### src/rtl/i8051_pkg.sv
// Shared definitions for the 8051 fetch path: fetch state encoding, reset PC,
// instruction word field positions and the opcode length table.
package i8051_pkg;

    // Fetch FSM state encoding
    localparam logic [1:0] FETCH_OP = 2'd0;
    localparam logic [1:0] FETCH_B1 = 2'd1;
    localparam logic [1:0] FETCH_B2 = 2'd2;
    localparam logic [1:0] PRESENT  = 2'd3;

    localparam logic [15:0] RESET_PC_DEFAULT = 16'h0000;

    // Byte lanes of the 24-bit instruction word {op_code, op_1, op_2}
    localparam int OP_CODE_LSB = 16;
    localparam int OP_1_LSB    = 8;
    localparam int OP_2_LSB    = 0;

    // 8051 instruction length in bytes; the reserved opcode 0xA5 is treated
    // as a single-byte instruction.
    function automatic logic [1:0] opcode_len(input logic [7:0] op);
        logic [1:0] len;
        len = 2'd1;
        if (op[3:0] == 4'h1) begin
            // AJMP / ACALL in every row
            len = 2'd2;
        end else if (op inside {8'h02, 8'h10, 8'h12, 8'h20, 8'h30, 8'h43, 8'h53,
                                8'h63, 8'h75, 8'h85, 8'h90, 8'hD5, [8'hB4:8'hBF]}) begin
            len = 2'd3;
        end else if (op inside {8'h05, 8'h15, 8'h24, 8'h25, 8'h34, 8'h35, 8'h40,
                                8'h42, 8'h44, 8'h45, 8'h50, 8'h52, 8'h54, 8'h55,
                                8'h60, 8'h62, 8'h64, 8'h65, 8'h70, 8'h72, 8'h74,
                                [8'h76:8'h7F], 8'h80, 8'h82, [8'h86:8'h8F], 8'h92,
                                8'h94, 8'h95, 8'hA0, 8'hA2, [8'hA6:8'hAF], 8'hB0,
                                8'hB2, 8'hC0, 8'hC2, 8'hC5, 8'hD0, 8'hD2,
                                [8'hD8:8'hDF], 8'hE5, 8'hF5}) begin
            len = 2'd2;
        end
        return len;
    endfunction

endpackage

### src/rtl/opcode_len_lut.sv
// Combinational opcode -> instruction length (1..3 bytes) decoder.
module opcode_len_lut
    import i8051_pkg::*;
(
    input  logic [7:0] opcode,
    output logic [1:0] len
);

    // Pure table lookup, no state
    assign len = opcode_len(opcode);

endmodule

### src/rtl/instr_fetch.sv
// 8051 fetch stage: owns the program counter, reads program bytes from ROM
// and assembles 1..3-byte instructions for the execute datapath.
module instr_fetch
    import i8051_pkg::*;
#(
    parameter int                    PC_WIDTH = 16,
    parameter logic [PC_WIDTH-1:0]   RESET_PC = PC_WIDTH'(RESET_PC_DEFAULT)
) (
    input  logic                clock,
    input  logic                reset,
    output logic [PC_WIDTH-1:0] rom_addr,
    output logic                rom_req,
    input  logic [7:0]          rom_data,
    input  logic                rom_valid,
    output logic [23:0]         instruction,
    output logic [1:0]          instr_len,
    output logic [PC_WIDTH-1:0] instr_pc,
    output logic                instr_valid,
    input  logic                instr_ready,
    input  logic                pc_load,
    input  logic [PC_WIDTH-1:0] pc_load_value
);

    localparam logic [PC_WIDTH-1:0] PC_ONE = PC_WIDTH'(1);

    logic [1:0]          state;
    logic [PC_WIDTH-1:0] pc;
    logic [7:0]          op_code;
    logic [7:0]          op_1;
    logic [7:0]          op_2;
    logic [1:0]          len_q;
    logic [PC_WIDTH-1:0] pc_q;
    logic [1:0]          dec_len;
    logic                capture;

    opcode_len_lut u_len (
        .opcode (rom_data),
        .len    (dec_len)
    );

    // NOTE: rom_req is gated by reset combinationally so no request is seen
    // while reset is held, even though the FSM already sits in FETCH_OP.
    assign rom_req     = !reset && (state != PRESENT);
    assign rom_addr    = pc;
    assign capture     = rom_req && rom_valid;
    assign instr_valid = (state == PRESENT);
    assign instr_len   = len_q;
    assign instr_pc    = pc_q;

    // Place the assembled bytes into their lanes of the instruction word
    always_comb begin
        // NOTE: every bit gets a default first so no latch is inferred.
        instruction = '0;
        instruction[OP_CODE_LSB +: 8] = op_code;
        instruction[OP_1_LSB    +: 8] = op_1;
        instruction[OP_2_LSB    +: 8] = op_2;
    end

    // FSM, PC and byte assembly; redirect overrides everything, including a
    // byte captured in the same cycle and a coincident accept.
    always_ff @(posedge clock or posedge reset) begin
        // NOTE: sequential state uses non-blocking assignments only.
        if (reset) begin
            state   <= FETCH_OP;
            pc      <= RESET_PC;
            op_code <= '0;
            op_1    <= '0;
            op_2    <= '0;
            len_q   <= '0;
            pc_q    <= '0;
        end else if (pc_load) begin
            state   <= FETCH_OP;
            pc      <= pc_load_value;
            op_code <= '0;
            op_1    <= '0;
            op_2    <= '0;
            len_q   <= '0;
            pc_q    <= '0;
        end else begin
            case (state)
                FETCH_OP: begin
                    if (capture) begin
                        op_code <= rom_data;
                        op_1    <= '0;
                        op_2    <= '0;
                        len_q   <= dec_len;
                        pc_q    <= pc;
                        pc      <= pc + PC_ONE;
                        state   <= (dec_len == 2'd1) ? PRESENT : FETCH_B1;
                    end
                end
                FETCH_B1: begin
                    if (capture) begin
                        op_1  <= rom_data;
                        pc    <= pc + PC_ONE;
                        state <= (len_q == 2'd2) ? PRESENT : FETCH_B2;
                    end
                end
                FETCH_B2: begin
                    if (capture) begin
                        op_2  <= rom_data;
                        pc    <= pc + PC_ONE;
                        state <= PRESENT;
                    end
                end
                PRESENT: begin
                    if (instr_ready) begin
                        state <= FETCH_OP;
                    end
                end
                default: state <= FETCH_OP;
            endcase
        end
    end

endmodule
### config.mk
export PLATFORM = sky130hd
export DESIGN_NAME = instr_fetch
export DESIGN_NICKNAME = d
export VERILOG_FILES = /design/src/rtl/i8051_pkg.sv /design/src/rtl/opcode_len_lut.sv /design/src/rtl/instr_fetch.sv
export SDC_FILE = /design/constraint.sdc
export NUM_CORES = 1
export LEC_CHECK = 0
export CAP_MARGIN = 25
export CORE_MARGIN = 5
export CORE_UTILIZATION = 50
export DETAILED_ROUTE_END_ITERATION = 7
export PLACE_DENSITY = 0.86
export SYNTH_ARGS = -nofsm -noshare
export SYNTH_HDL_FRONTEND = slang
export SYNTH_SLANG_ARGS = --single-unit
### constraint.sdc
create_clock -name clock -period 4.9 [get_ports clock]
set_clock_uncertainty 0.1 [all_clocks]
set_input_delay 0.49 -clock clock [delete_from_list [all_inputs] [get_ports clock]]
set_output_delay 0.49 -clock clock [all_outputs]
set_load 0.02 [all_outputs]
==> results.sh, run 1 <==
export IMPL_status="finished, final reports clean"
export IMPL_max_slew_margin=0.509
export IMPL_finalSetupTns_ps=0
export IMPL_gr_total_overflow=0
export IMPL_clk_pin_slew_ps=60
export IMPL_via_per_inst=5.74
export IMPL_power_mw=1.41
export IMPL_crit_type="primary input to register"
export IMPL_reg2reg_depth=7
export IMPL_final_cells=442
export IMPL_clock_path_buffers=2
export IMPL_synth_area_um2=2970
export IMPL_nets=399
export IMPL_hp_start="op_code[0]"
export IMPL_start_util=0.508
export IMPL_grt_max_degree=61
export IMPL_std_cell_rows=28
export IMPL_fp_dieH_um=87.1
export IMPL_dpl_hpwl_mm=5.43
export IMPL_fmax_ghz=0.393
export IMPL_synth_top_family_by_area="compound AO/OA/AOI/OAI gates"
export IMPL_rrSetupSlack_ps=2550
export IMPL_crit_arrival_ps=2660
export IMPL_slew_viol_final=0
export IMPL_totalWireLength_mm=7.79
export IMPL_place_area_um2=3910
export IMPL_hold_depth=1
export IMPL_layout_setup_ws_ps=2350
export IMPL_grt_pass1_wl_mm=12.7
export IMPL_dieArea_um2=7590
export IMPL_path_buf_inv=1
export IMPL_drv_cap=0
export IMPL_synth_nets=313
export IMPL_min_to="op_code[0]"
export IMPL_synth_compound_area_frac=0.208
export IMPL_synthSimpleGateAreaFrac=0.166
export IMPL_critPathTopFamily="compound AO/OA/AOI/OAI gates"
export IMPL_cts_hold_buf=0
export IMPL_hold_path_class="register to register"
export IMPL_crit_top_cell="a32o_1"
export IMPL_cp_slowest_cell="clkdlybuf4s50_1"
export IMPL_r2r_end="rom_addr[14]"
export IMPL_start_kind="primary input"
export IMPL_ant_nets=0
export IMPL_drt_drc_violations_left=0
export IMPL_hold_viol_final=0
export IMPL_drt_iter0_drc=83
export IMPL_rsz0062_at_grt="no"
export IMPL_power_density_nw_per_um2=344
export IMPL_cts_buffers=9
export IMPL_finalSetupViolCount=0
export IMPL_syn_inst=277
export IMPL_cts_tree="yes"
export IMPL_synth_top_area_cell="dfrtp_1"
export IMPL_diodes=0
export IMPL_synth_async_sr_flop_share=1.00
export IMPL_yosys_cell_types_count=46
export IMPL_seq_area_um2=1500
export IMPL_synth_fa_ha_area_frac=0.0294
export IMPL_synth_area_per_cell_um2=10.7
export IMPL_synth_mux_area_frac=0.0101
export IMPL_core_area_um2=5850
export IMPL_ir_drop_uv=193
export IMPL_utilization=0.702
export IMPL_fillers=430
export IMPL_insertion_delay_ps=330
export IMPL_r2r_start="state[0]"
export IMPL_crit_chain="clkdlybuf4s50_1 -> o21ai_0 -> a32o_1 -> a32o_1 -> nor4_2 -> nand4_1 -> a22o_1"
export IMPL_cts_resized=0
export IMPL_clock_sinks=60
export IMPL_root_buffer="clkbuf_8"
export IMPL_cp_required_ps=5020
export IMPL_num_vias=2539
export IMPL_placed_cells=426
export IMPL_crit_path_max_incr_delay_ps=830
export IMPL_antenna_found_initial=0
export IMPL_multi_input_area_um2=1380
export IMPL_dr_pass1_iters=5
export IMPL_stdcell_area_um2=4110
export IMPL_h_tree_depth=3
export IMPL_seq_area_frac_synth=0.505
export IMPL_wl_per_cell_um=17.6
export IMPL_worst_slew_pin_slew_ps=736
export IMPL_io_buffers=88
export IMPL_layout_min_cycle_time_ps=2550
export IMPL_pre_cts_slack_ps=2030
export IMPL_ys_ff_latch=60
export IMPL_leakagePower_nw=1.77
export IMPL_synth_edff_count=0
export IMPL_io_pins=89
export IMPL_grt_pass1_vias=2576
export IMPL_die_w_um=87.1
export IMPL_synth_top_area_share=0.505
export IMPL_layout_drive_gt1_share=0.0763
export IMPL_fin_hold_ws_ps=405
export IMPL_cp_end_kind="register"
export IMPL_yosys_area_share_xor_xnor=0.0471
export IMPL_yosys_warnings=0
export IMPL_area_growth_pct=38.2
export IMPL_cts_setup_buffers=0
export IMPL_cp_max_fo=17
export IMPL_routabilityCongestion=0.853
export IMPL_grt_usage=0.215
export IMPL_synth_area_leaders="dfrtp_1, a22o_1, xor2_1, nand2_1, ha_1"
export IMPL_post_route_period_util=0.520
export IMPL_ys_flop_type="dfrtp_1"
## cell usage in the layout (no fill, tap or decap), types with 3 or more instances in the layout
master and count:
a211oi_1 5, a21oi_1 3, a22o_1 42, and3_1 5, clkbuf_8 10, clkdlybuf4s50_1 88
clkinv_2 3, dfrtp_1 60, ha_1 7, inv_1 6, mux2i_1 3, nand2_1 27
nand2b_1 3, nand3_1 6, nand4_1 5, nor2_1 12, nor2b_1 3, o21ai_0 12
o21ai_1 8, xnor2_1 3, xor2_1 13
## logic make-up (layout without fill, tap and decap cells)
| group | after synthesis | count (layout) |
|---|---|---|
| flops | 60 | 60 |
| buf+inv | 24 | 114 |
| mux | 3 | 3 |
| compound gates | 82 | 82 |
| simple gates | 85 | 85 |
| xor+xnor | 16 | 16 |
| fa+ha+maj | 7 | 7 |
## routing by layer
layer  share of wire  GRT usage  routed length [um]
met2            0.49      0.338                3830
met5               0          0                   0
met3           0.080     0.0577                 621
met4           0.014     0.0865                 110
met1            0.41      0.282                3230
## state kept, by name (all words and copies together), names as in the netlist
| signal | count |
|---|---|
| instr_pc | 16 |
| state | 2 |
| rom_addr | 16 |
| op_2 | 8 |
| instr_len | 2 |
| op_code | 8 |
| op_1 | 8 |
## Yosys cell counts, drive strengths merged, types with 2 or more instances
| library cell | n |
|---|---|
| dfrtp | 60 |
| or3 | 2 |
| nor2 | 12 |
| a211oi | 5 |
| and2b | 2 |
| nand3 | 6 |
| o21bai | 2 |
| inv | 7 |
| buf | 6 |
| nand4 | 5 |
| ha | 7 |
| nand2b | 3 |
| a21oi | 4 |
| mux2i | 3 |
| nor3b | 5 |
| nor4b | 3 |
| clkbuf | 11 |
| a32o | 2 |
| nor2b | 3 |
| a22o | 42 |
| and4 | 2 |
| xnor2 | 3 |
| xor2 | 13 |
| nand2 | 28 |
| and3 | 5 |
| nor3 | 2 |
| o21ai | 20 |
## where the power goes
group / internal [mW] / switching [mW] / leakage (nW)
Clock: 0.243 / 0.188 / 0.0979
Combinational: 0.183 / 0.207 / 0.871
Sequential: 0.543 / 0.0487 / 0.801
## area by class of cell
cell class / count / share of cell area
clock inverter: 5 / 0.0128
inverter: 7 / 0.00639
multi-input combinational: 193 / 0.336
sequential: 60 / 0.365
tap: 75 / 0.0228
timing repair buffer: 92 / 0.224
clock buffer: 10 / 0.0335
## worst max-delay path by stage
stage | to | startpoint | cells after the start
3_3_place_gp | instr_len[1] | rom_data[4] | 7
4_1_cts | instr_len[1] | rom_data[4] | 7
5_1_grt | instr_len[1] | rom_data[4] | 7
3_5_place_dp | instr_len[1] | rom_data[4] | 7
2_1_floorplan | state[0] | state[0] | 7
6_report | instr_len[1] | rom_data[4] | 7
Power figures use the tool's default switching activity.
==> inputs of run 2 (changes only) <==
--- a/config.mk
+++ b/config.mk
@@ -7,9 +7,9 @@
 export LEC_CHECK = 0
 export CAP_MARGIN = 25
 export CORE_MARGIN = 5
-export CORE_UTILIZATION = 50
+export CORE_UTILIZATION = 47
 export DETAILED_ROUTE_END_ITERATION = 7
-export PLACE_DENSITY = 0.86
+export PLACE_DENSITY = 0.82
 export SYNTH_ARGS = -nofsm -noshare
 export SYNTH_HDL_FRONTEND = slang
 export SYNTH_SLANG_ARGS = --single-unit
==> constraint.sdc (replaced) <==
create_clock -name clock -period 2.4 [get_ports clock]
set_clock_uncertainty 0.1 [all_clocks]
set_input_delay 0.24 -clock clock [delete_from_list [all_inputs] [get_ports clock]]
set_output_delay 0.24 -clock clock [all_outputs]
set_load 0.02 [all_outputs]
==> results.sh, run 2 (synthesized netlist as in run 1, its figures left out) <==
export IMPL_status="finished, final reports clean"
export IMPL_grt_max_degree=33
export IMPL_dpl_hpwl_mm=6.11
export IMPL_leakagePower_nw=1.87
export IMPL_use_met3=0.0571
export IMPL_drv_cap=0
export IMPL_die_w_um=89.5
export IMPL_io_buffers=88
export IMPL_ir_drop_uv=492
export IMPL_rrSetupSlack_ps=200
export IMPL_area_growth_pct=43.7
export IMPL_h_tree_depth=3
export IMPL_grtUsageMet1=0.275
export IMPL_hold_viol_final=0
export IMPL_totalWireLength_mm=8.22
export IMPL_crit_type="register to output pin"
export IMPL_finalSetupTns_ps=0
export IMPL_std_cell_rows=29
export IMPL_cts_buffers=9
export IMPL_dieArea_um2=8020
export IMPL_cts_tree="yes"
export IMPL_root_buffer="clkbuf_8"
export IMPL_diodes=0
export IMPL_core_area_um2=6240
export IMPL_nets=419
export IMPL_crit_arrival_ps=1880
export IMPL_layout_common_cells="clkdlybuf4s50_1, dfrtp_1, a22o_1"
export IMPL_ant_nets=0
export IMPL_power_density_nw_per_um2=696
export IMPL_worst_slew_pin_slew_ps=844
export IMPL_gr_total_overflow=0
export IMPL_layout_min_cycle_time_ps=2220
export IMPL_via_per_inst=5.73
export IMPL_grt_pass1_vias=2668
export IMPL_rsz0062_at_grt="no"
export IMPL_drt_iter0_drc=134
export IMPL_top_usage_layer="met2"
export IMPL_cp_max_fo=5
export IMPL_finalSetupViolCount=0
export IMPL_max_slew_margin=0.437
export IMPL_place_area_um2=4070
export IMPL_reg2reg_depth=5
export IMPL_cts_resized=0
export IMPL_stdcell_area_um2=4270
export IMPL_post_route_period_util=0.925
export IMPL_insertion_delay_ps=340
export IMPL_drt_drc_violations_left=0
export IMPL_num_vias=2663
export IMPL_antenna_found_initial=0
export IMPL_cts_hold_buf=0
export IMPL_power_mw=2.97
export IMPL_hold_path_class="primary input to asynchronous set/reset pin"
export IMPL_start_kind="register"
export IMPL_fin_hold_ws_ps=207
export IMPL_layout_drive_gt1_share=0.124
export IMPL_final_common_cell="clkdlybuf4s50_1"
export IMPL_io_pins=89
export IMPL_start_util=0.477
export IMPL_cp_end_kind="output pin"
export IMPL_routabilityCongestion=0.887
export IMPL_dr_pass1_iters=4
export IMPL_use_met2=0.357
export IMPL_grt_pass1_wl_mm=13.3
export IMPL_clk_pin_slew_ps=70
export IMPL_slew_viol_final=0
export IMPL_cts_setup_buffers=0
export IMPL_clock_sinks=60
export IMPL_grt_usage=0.219
export IMPL_r2r_start="state[1]"
export IMPL_fmax_ghz=0.450
export IMPL_clock_path_buffers=2
export IMPL_fp_dieH_um=89.5
export IMPL_r2r_end="op_2[6]"
export IMPL_wl_per_cell_um=17.7
export IMPL_cp_required_ps=2060
run 2: cell types whose count changed in the layout (fill, tap and decap cells not counted), sizes merged:
cell / change
clkbuf: +2
clkinv: -1
buf: +20
run 2: stage by stage:
step	setup slack, ps	util	std cells
2_1_floorplan	84.9	-	277
3_3_place_gp	78.8	0.650	448
3_5_place_dp	-1.57	0.652	449
4_1_cts	173	0.685	465
5_1_grt	100	0.685	465
6_report	179	0.685	465
run 2: worst max-delay path, stage by stage (launching register included):
cell,delay [ps]
dfrtp_1,430
ha_1,270
nor2_1,180
clkdlybuf4s50_1,660
run 2: final cells by class:
cell class              instances  area, um2
multi-input cells             193       1380
flip-flops and latches         60       1500
clock inverters                 4       47.5
repair buffers                112       1070
inverters                       7       26.3
clock buffers                  12        155
well taps                      77       96.3
fillers                       474       1970
run 2: power by group:
part	total [mW]	internal, mW	switching, mW
combinational	0.845	0.407	0.438
sequential	1.20	1.11	0.0961
clock	0.925	0.533	0.393
total	2.97	2.05	0.927
run 2: worst max-delay path by stage:
stage	start	to	slack [ps]	cells past startpoint
after floorplan	state[0]	state[0]	80	7
after global placement	reset	op_code[3]	80	5
after detailed placement	rom_data[1]	instr_len[1]	-2	7
after CTS	state[1]	rom_req	170	3
after global routing	state[1]	op_2[6]	100	5
final	state[1]	rom_req	180	3
run 2: per-layer routing:
| layer | part of all wire | vias to the layer above |
|---|---|---|
| li1 | - | 1233 |
| met1 | 0.42 | 1284 |
| met2 | 0.47 | 128 |
| met3 | 0.091 | 18 |
| met4 | 0.024 | 0 |
| met5 | 0 | - |
